[src/rtl/if_stage_fetch.sv]
// if_stage_fetch
// Instruction-fetch stage: owns the program counter, runs the instruction
// memory request/response handshake, parks one returned instruction in a
// skid buffer while ID is frozen, and applies branch redirects from EXE.
//
// Ports:
//   clk, rst             clock, synchronous active-high reset
//   freeze               ID hazard stall; IF/ID must hold
//   branch_taken         one-cycle redirect pulse from EXE
//   branch_addr          redirect target
//   imem_req, imem_addr  fetch request / address (combinational)
//   imem_ready           imem_rdata is valid for imem_addr this cycle
//   imem_rdata           fetched instruction word
//   if_id_pc             fetched address + 4 (registered)
//   if_id_instruction    fetched instruction (registered)
//   if_id_valid          IF/ID holds a real instruction (registered)
module if_stage_fetch #(
   parameter int unsigned ADDR_WIDTH  = 32,
   parameter int unsigned INSTR_WIDTH = 32,
   parameter logic [ADDR_WIDTH-1:0] RESET_PC = '0
) (
   input  logic                   clk,
   input  logic                   rst,
   input  logic                   freeze,
   input  logic                   branch_taken,
   input  logic [ADDR_WIDTH-1:0]  branch_addr,
   output logic                   imem_req,
   output logic [ADDR_WIDTH-1:0]  imem_addr,
   input  logic                   imem_ready,
   input  logic [INSTR_WIDTH-1:0] imem_rdata,
   output logic [ADDR_WIDTH-1:0]  if_id_pc,
   output logic [INSTR_WIDTH-1:0] if_id_instruction,
   output logic                   if_id_valid
);

   typedef enum logic {FETCH = 1'b0, HOLD = 1'b1} state_t;

   state_t                 state_q, state_d;
   logic [ADDR_WIDTH-1:0]  pc_q, pc_d;
   logic [ADDR_WIDTH-1:0]  pc_plus4;

   logic [ADDR_WIDTH-1:0]  skid_pc_p0, skid_pc_d;
   logic [INSTR_WIDTH-1:0] skid_instr_p0, skid_instr_d;
   logic                   skid_vld_p0, skid_vld_d;

   logic [ADDR_WIDTH-1:0]  ifid_pc_d;
   logic [INSTR_WIDTH-1:0] ifid_instr_d;
   logic                   ifid_vld_d;

   // Modulo 2^ADDR_WIDTH; low bits pass through, no alignment enforced.
   assign pc_plus4  = pc_q + ADDR_WIDTH'(4);
   assign imem_addr = pc_q;
   // Request is suppressed in the reset cycle and while parked in HOLD.
   assign imem_req  = (state_q == FETCH) && !rst;

   always_comb begin
      state_d      = state_q;
      pc_d         = pc_q;
      skid_pc_d    = skid_pc_p0;
      skid_instr_d = skid_instr_p0;
      skid_vld_d   = skid_vld_p0;
      ifid_pc_d    = if_id_pc;
      ifid_instr_d = if_id_instruction;
      ifid_vld_d   = if_id_valid;

      if (branch_taken) begin
         // Redirect wins over freeze and discards any same-cycle response.
         pc_d         = branch_addr;
         state_d      = FETCH;
         skid_vld_d   = 1'b0;
         ifid_pc_d    = '0;
         ifid_instr_d = '0;
         ifid_vld_d   = 1'b0;
      end else begin
         unique case (state_q)
            FETCH: begin
               if (imem_ready) begin
                  pc_d = pc_plus4;
                  if (!freeze) begin
                     ifid_pc_d    = pc_plus4;
                     ifid_instr_d = imem_rdata;
                     ifid_vld_d   = 1'b1;
                  end else begin
                     // ID cannot take it: park the word so the access is not lost.
                     skid_pc_d    = pc_plus4;
                     skid_instr_d = imem_rdata;
                     skid_vld_d   = 1'b1;
                     state_d      = HOLD;
                  end
               end else if (!freeze) begin
                  ifid_pc_d    = '0;
                  ifid_instr_d = '0;
                  ifid_vld_d   = 1'b0;
               end
            end
            HOLD: begin
               if (!freeze) begin
                  ifid_pc_d    = skid_pc_p0;
                  ifid_instr_d = skid_instr_p0;
                  ifid_vld_d   = 1'b1;
                  skid_vld_d   = 1'b0;
                  state_d      = FETCH;
               end
            end
            default: state_d = FETCH;
         endcase
      end
   end

   // Stage boundary: PC, skid buffer and IF/ID register.
   always_ff @(posedge clk) begin
      if (rst) begin
         state_q           <= FETCH;
         pc_q              <= RESET_PC;
         skid_pc_p0        <= '0;
         skid_instr_p0     <= '0;
         skid_vld_p0       <= 1'b0;
         if_id_pc          <= '0;
         if_id_instruction <= '0;
         if_id_valid       <= 1'b0;
      end else begin
         state_q           <= state_d;
         pc_q              <= pc_d;
         skid_pc_p0        <= skid_pc_d;
         skid_instr_p0     <= skid_instr_d;
         skid_vld_p0       <= skid_vld_d;
         if_id_pc          <= ifid_pc_d;
         if_id_instruction <= ifid_instr_d;
         if_id_valid       <= ifid_vld_d;
      end
   end

endmodule

[config.mk]
export PLATFORM = sky130hd
export DESIGN_NAME = if_stage_fetch
export DESIGN_NICKNAME = d
export VERILOG_FILES = /design/src/rtl/if_stage_fetch.sv
export SDC_FILE = /design/constraint.sdc
export NUM_CORES = 1
export LEC_CHECK = 0
export ABC_AREA = 0
export CAP_MARGIN = 20
export CORE_MARGIN = 5
export CORE_UTILIZATION = 30
export DETAILED_ROUTE_END_ITERATION = 12
export HOLD_SLACK_MARGIN = 0.03
export PLACE_DENSITY = 0.58
export SYNTH_ARGS = -nofsm -noshare
export SYNTH_HDL_FRONTEND = slang
export SYNTH_SLANG_ARGS = --single-unit
export TNS_END_PERCENT = 30
[constraint.sdc]
create_clock -name clk -period 3.1 [get_ports clk]
set_clock_uncertainty 0.15 [all_clocks]
set_input_delay 0.62 -clock clk [delete_from_list [all_inputs] [get_ports clk]]
set_output_delay 0.62 -clock clk [all_outputs]
set_load 0.01 [all_outputs]
=== After elaboration in Yosys (flattened, before gate mapping) ===
Index checks and enable logic that the tools add are counted.
Widths: inputs -> output; s select.

* Flip-flop bits (word level): 162
* Output and inout bits: 98
* Word-level logic and storage cells: 40

* Add/sub/neg operators: 1
* Equal/unequal tests: 4
* Muxes and demuxes: 19
* Bitwise gates (word level): 2
* Reduce and logical (&&, ||, !) cells: 7

{| class="wikitable"
|+ Operators by type and width
! operator !! number
|-
| $mux 32 || 10
|-
| $pmux 32 s2 || 2
|-
| $add 32x3->32 const B || 1
|-
| $ne 2x2->1 const B || 3
|-
| $mux 1 || 5
|-
| $pmux 1 s2 || 2
|-
| $reduce_and 2->1 || 2
|-
| $reduce_and 4->1 || 1
|-
| $ne 3x3->1 const B || 1
|-
| $not 1->1 || 2
|-
| $reduce_bool 2->1 || 1
|-
| $reduce_or 2->1 || 1
|-
| $logic_and 1x1->1 || 1
|-
| $logic_not 1->1 || 1
|}

=== Logic depth before layout (Yosys ltp) ===
* Depth in word-level cells: 4
* Mapped depth: 7

=== Worst setup path before layout ===
OpenSTA, ideal clock, no wires.

* Path kind: register to register
* Start: reg pc_q[2] (netlist: imem_addr[2])
* End: reg if_id_pc[26]
* Setup time: 0.127 ns
* Arrival time: 2.122 ns
* Data required time: 2.823 ns
* Path slack: 0.701 ns
* Cell stages (with the launch flop): 7
* Buffers on the path: 1
* Clock period less this slack: 2.399 ns
* Path through: dfxtp_1 ha_1 nand4_1 or4_4 buf_6 o2111a_1 or3_1

* Cells in the longest elaborated chain, start to end: 4

{| class="wikitable"
|+ Ends and longest elaborated chain
! what !! RTL line !! source
|-
| from (decl) || 39 || <nowiki>logic [ADDR_WIDTH-1:0] pc_q, pc_d;</nowiki>
|-
| from (signal assigned) || 123 || <nowiki>pc_q <= pc_d;</nowiki>
|-
| $add 32x3->32 || 51 || <nowiki>assign pc_plus4 = pc_q + ADDR_WIDTH'(4);</nowiki>
|-
| $mux 32 || 79 || <nowiki>if (!freeze) begin</nowiki>
|-
| $mux 32 || 77 || <nowiki>if (imem_ready) begin</nowiki>
|-
| $pmux 32 s2 || 75 || <nowiki>unique case (state_q)</nowiki>
|-
| to (signal assigned) || 127 || <nowiki>if_id_pc <= ifid_pc_d;</nowiki>
|-
| to (decl) || 31 || <nowiki>output logic [ADDR_WIDTH-1:0] if_id_pc,</nowiki>
|}

Every way passes these cells. The select of a mux whose other input is x is not followed.
A chain may end at the register's enable or synchronous reset.

=== Worst setup path after layout ===
* Start: reg pc_q[25] (netlist: imem_addr[25])
* End: reg skid_pc_p0[31]

* Cells in the longest elaborated chain, start to end: 1

{| class="wikitable"
|+ Ends and longest elaborated chain
! what !! RTL line !! source
|-
| $add 32x3->32 || 51 ||
|-
| to (signal assigned) || 124 || <nowiki>skid_pc_p0 <= skid_pc_d;</nowiki>
|-
| to (decl) || 42 || <nowiki>logic [ADDR_WIDTH-1:0] skid_pc_p0, skid_pc_d;</nowiki>
|}

Every way passes these cells.

==> results by group <==
Global routing
  • GRT Overall Usage: 0.177
  • Number of global-route vias before repair: 7567
  • Largest net degree at the start of global routing: 98
  • Grt total ovfl: 0
  • Global-route wire length before repair: 43700 um
  • Initial antenna violation count: 0

Setup path
  • Crit-path cells: nand3_1 -> or4_1 -> or4_1 -> a311oi_1
  • Critical Path Slowest Stage Cell: or4_1
  • Worst path bufs/invs: 0
  • CP peak stage delay: 0.74 ns
  • WP data arrival: 2.87 ns
  • CP startpoint: imem_addr[25]
  • Most used cell, CP: or4_1
  • Setup crit start kind: flop
  • Max FO, Critical Path: 9
  • Critical path required time: 3.29 ns
  • Critical path class: flop to flop
  • Setup crit end kind: flop
  • Worst reg2reg startpoint: imem_addr[25]
  • CP top delay family: simple AND/OR/NAND/NOR gates

Floorplanning
  • IO Count: 167
  • Die H: 175 um
  • Initial Utilization: 0.303
  • Std cell rows: 60
  • Core Footprint: 0.0268 sq mm
  • Die W: 175 um
  • Die footprint: 0.0305 sq mm

Yosys
  • Avg Cell Area, Syn: 7.67 sq um
  • Syn Inst Count: 1058
  • Area share of the largest cell type after synthesis: 0.399
  • Cell taking the most area after synthesis: dfxtp_1
  • Dominant synthesized flop cell: dfxtp_1
  • EDFF count, synth: 0
  • Top cells by count, synth: dfxtp_1, nand2_1, a21oi_1
  • Synthesized cell area: 0.00812 sq mm
  • Synth unique cells: 54
  • Yosys warns: 0
  • Synth top area cells: dfxtp_1, a21oi_1, nand2_1
  • Post-synth net total: 1128
  • Seq/Total Area, Yosys: 0.399
  • Most frequent cell after synthesis: dfxtp_1
  • Register bit total from synthesis: 162
  • Post-synth ARST share: 0

Drt
  • Post-DR wirelength/cell: 17.9 um
  • Routed vias/inst: 5.35
  • DR iter-0 viols: 721
  • Pre-antenna DRT Iters: 5
  • DR DRC count: 0
  • Vias: 8245
  • Routed Antenna Nets: 0
  • Post-Route WL: 27600 um

Timing
  • Max-slew headroom: 0.350
  • Fin. max-slew vios: 0
  • Max Clk Rate: 0.373 GHz
  • RSZ-0062 raised after global routing: no
  • Fin Setup TNS: 0 ns
  • Final hold viol count: 0
  • Tightest Pin Transition: 0.974 ns
  • Setup violations, final: 0
  • Final cycle utilization of the critical path: 0.865
  • Min cycle time layout: 2.68 ns

Hold path
  • Worst hold path type: input pin to flop
  • HP Start: rst

Power and ir drop
  • Pint: 0.00358 W
  • Switch Pwr: 0.00149 W
  • Worst IR drop on VDD: 336 uV
  • Pwr dens: 474 mW/mm^2
  • Switching portion of total power: 0.294
  • Sequential power share: 0.447
  • Combinational share of power: 0.135
  • Clock share of power: 0.418
  • Leak Pwr: 3.54 nW

Placement
  • Post-DP HPWL: 18900 um
  • Placed Cells: 1508
  • Port Buffers: 166
  • Gpl congestion: 0.860

Clocking
  • CTS HTree Levels: 4
  • CTS max path bufs: 2
  • Worst-skew pair later-pin latency: 0.43 ns
  • CTS Hold Buffers Added: 0
  • Root Buffer: clkbuf_16
  • CTS buffer count: 17
  • PostCTS Resize Cnt: 0
  • Post-CTS setup buffer count: 0
  • # clock sinks: 162
  • Clock-pin slew on the worst setup and hold paths: 0.07 ns
  • TritonCTS clock tree: done

Final layout
  • Layout cells sized above 1: 0.0809
  • Post-Layout Cell Count: 1540
  • Antenna Cells: 0
  • Area grow syn2layout: 31.6%
  • Layout Nets: 1256

Outcome
  • Outcome: completed

Run
  • Max_cap viols: 0
-- power by group through the flow --
stage	clock (W)	sequential (W)	combinational, W
after global routing	0.00225	0.00227	0.000752
after global placement	0	0.00231	0.000683
after CTS	0.00215	0.00226	0.000691
after floorplan	0	0.00229	0.000363
after detailed placement	0	0.00231	0.000687
final	0.00211	0.00226	0.000686
-- per-stage QoR --
step | worst slack (ns) | util | cell area [sq um] | power (W) | hold WS (ns)
finish | 0.418 | 0.399 | 10700 | 0.00506 | 0.262
global route | 0.334 | 0.399 | 10700 | 0.00528 | 0.260
CTS | 0.470 | 0.399 | 10700 | 0.00510 | 0.250
detailed placement | 0.136 | 0.377 | 10100 | 0.00299 | 0.297
global placement | 0.137 | 0.377 | 10100 | 0.00299 | 0.292
floorplan | 0.701 | - | 8120 | 0.00265 | 0.287
-- worst paths after layout --
kind	to	cells past startpoint	slack, ns
hold / removal	imem_addr[10]	2	0.26
hold reg to reg	if_id_pc[4]	2	0.30
setup reg to reg	skid_pc_p0[31]	4	0.42
setup / recovery	skid_pc_p0[31]	4	0.42
-- final cells by class --
class | instances | area, sq um
Multi-Input combinational cell | 775 | 4330
Clock buffer | 18 | 429
Timing Repair Buffer | 217 | 2050
Fill cell | 2688 | 16100
Tap cell | 341 | 427
Clock inverter | 14 | 158
Inverter | 13 | 48.8
Sequential cell | 162 | 3240
-- kinds of logic (layout without fill, tap and decap cells) --
kind of cell | Yosys count | count (layout) | synth area share
buffers and inverters | 121 | 262 | 0.0690
DFF | 162 | 162 | 0.399
and+or+nand+nor | 472 | 472 | 0.292
adders and majority gates | 1 | 1 | 0.00154
muxes | 4 | 4 | 0.00493
AOI/OAI and AO/OA | 277 | 277 | 0.211
xor gates and xnor gates | 21 | 21 | 0.0227
-- routing by layer --
layer	global-route usage	wire [um]
met1	0.250	13000
met2	0.275	12500
met4	0.0498	529
met5	0	0
met3	0.0341	1650
-- placed cells by master (no fill, tap or decap), types with 28 or more instances in the layout --
cell type and n:
clkdlybuf4s50_1 164, nand2_1 154, a21oi_1 140, nor3_1 28, o21ai_0 34, nor2_1 109, buf_4 52, nand3b_1 34
dfxtp_1 161
-- sequential cells by signal, indices dropped and copies added, names as in the netlist --
| register | cells |
|---|---|
| if_id_instruction | 32 |
| if_id_pc | 32 |
| imem_addr | 32 |
| skid_instr_p0 | 32 |
| skid_pc_p0 | 32 |
| if_id_valid | 1 |
| state_q | 1 |
-- worst register-to-register path: stages, from the launching register on --
cell and delay (ns):
dfxtp_1 0.61, nand3_1 0.35, or4_1 0.74, or4_1 0.46
a311oi_1 0.29
Note: power is estimated with default switching activity, not from simulation.
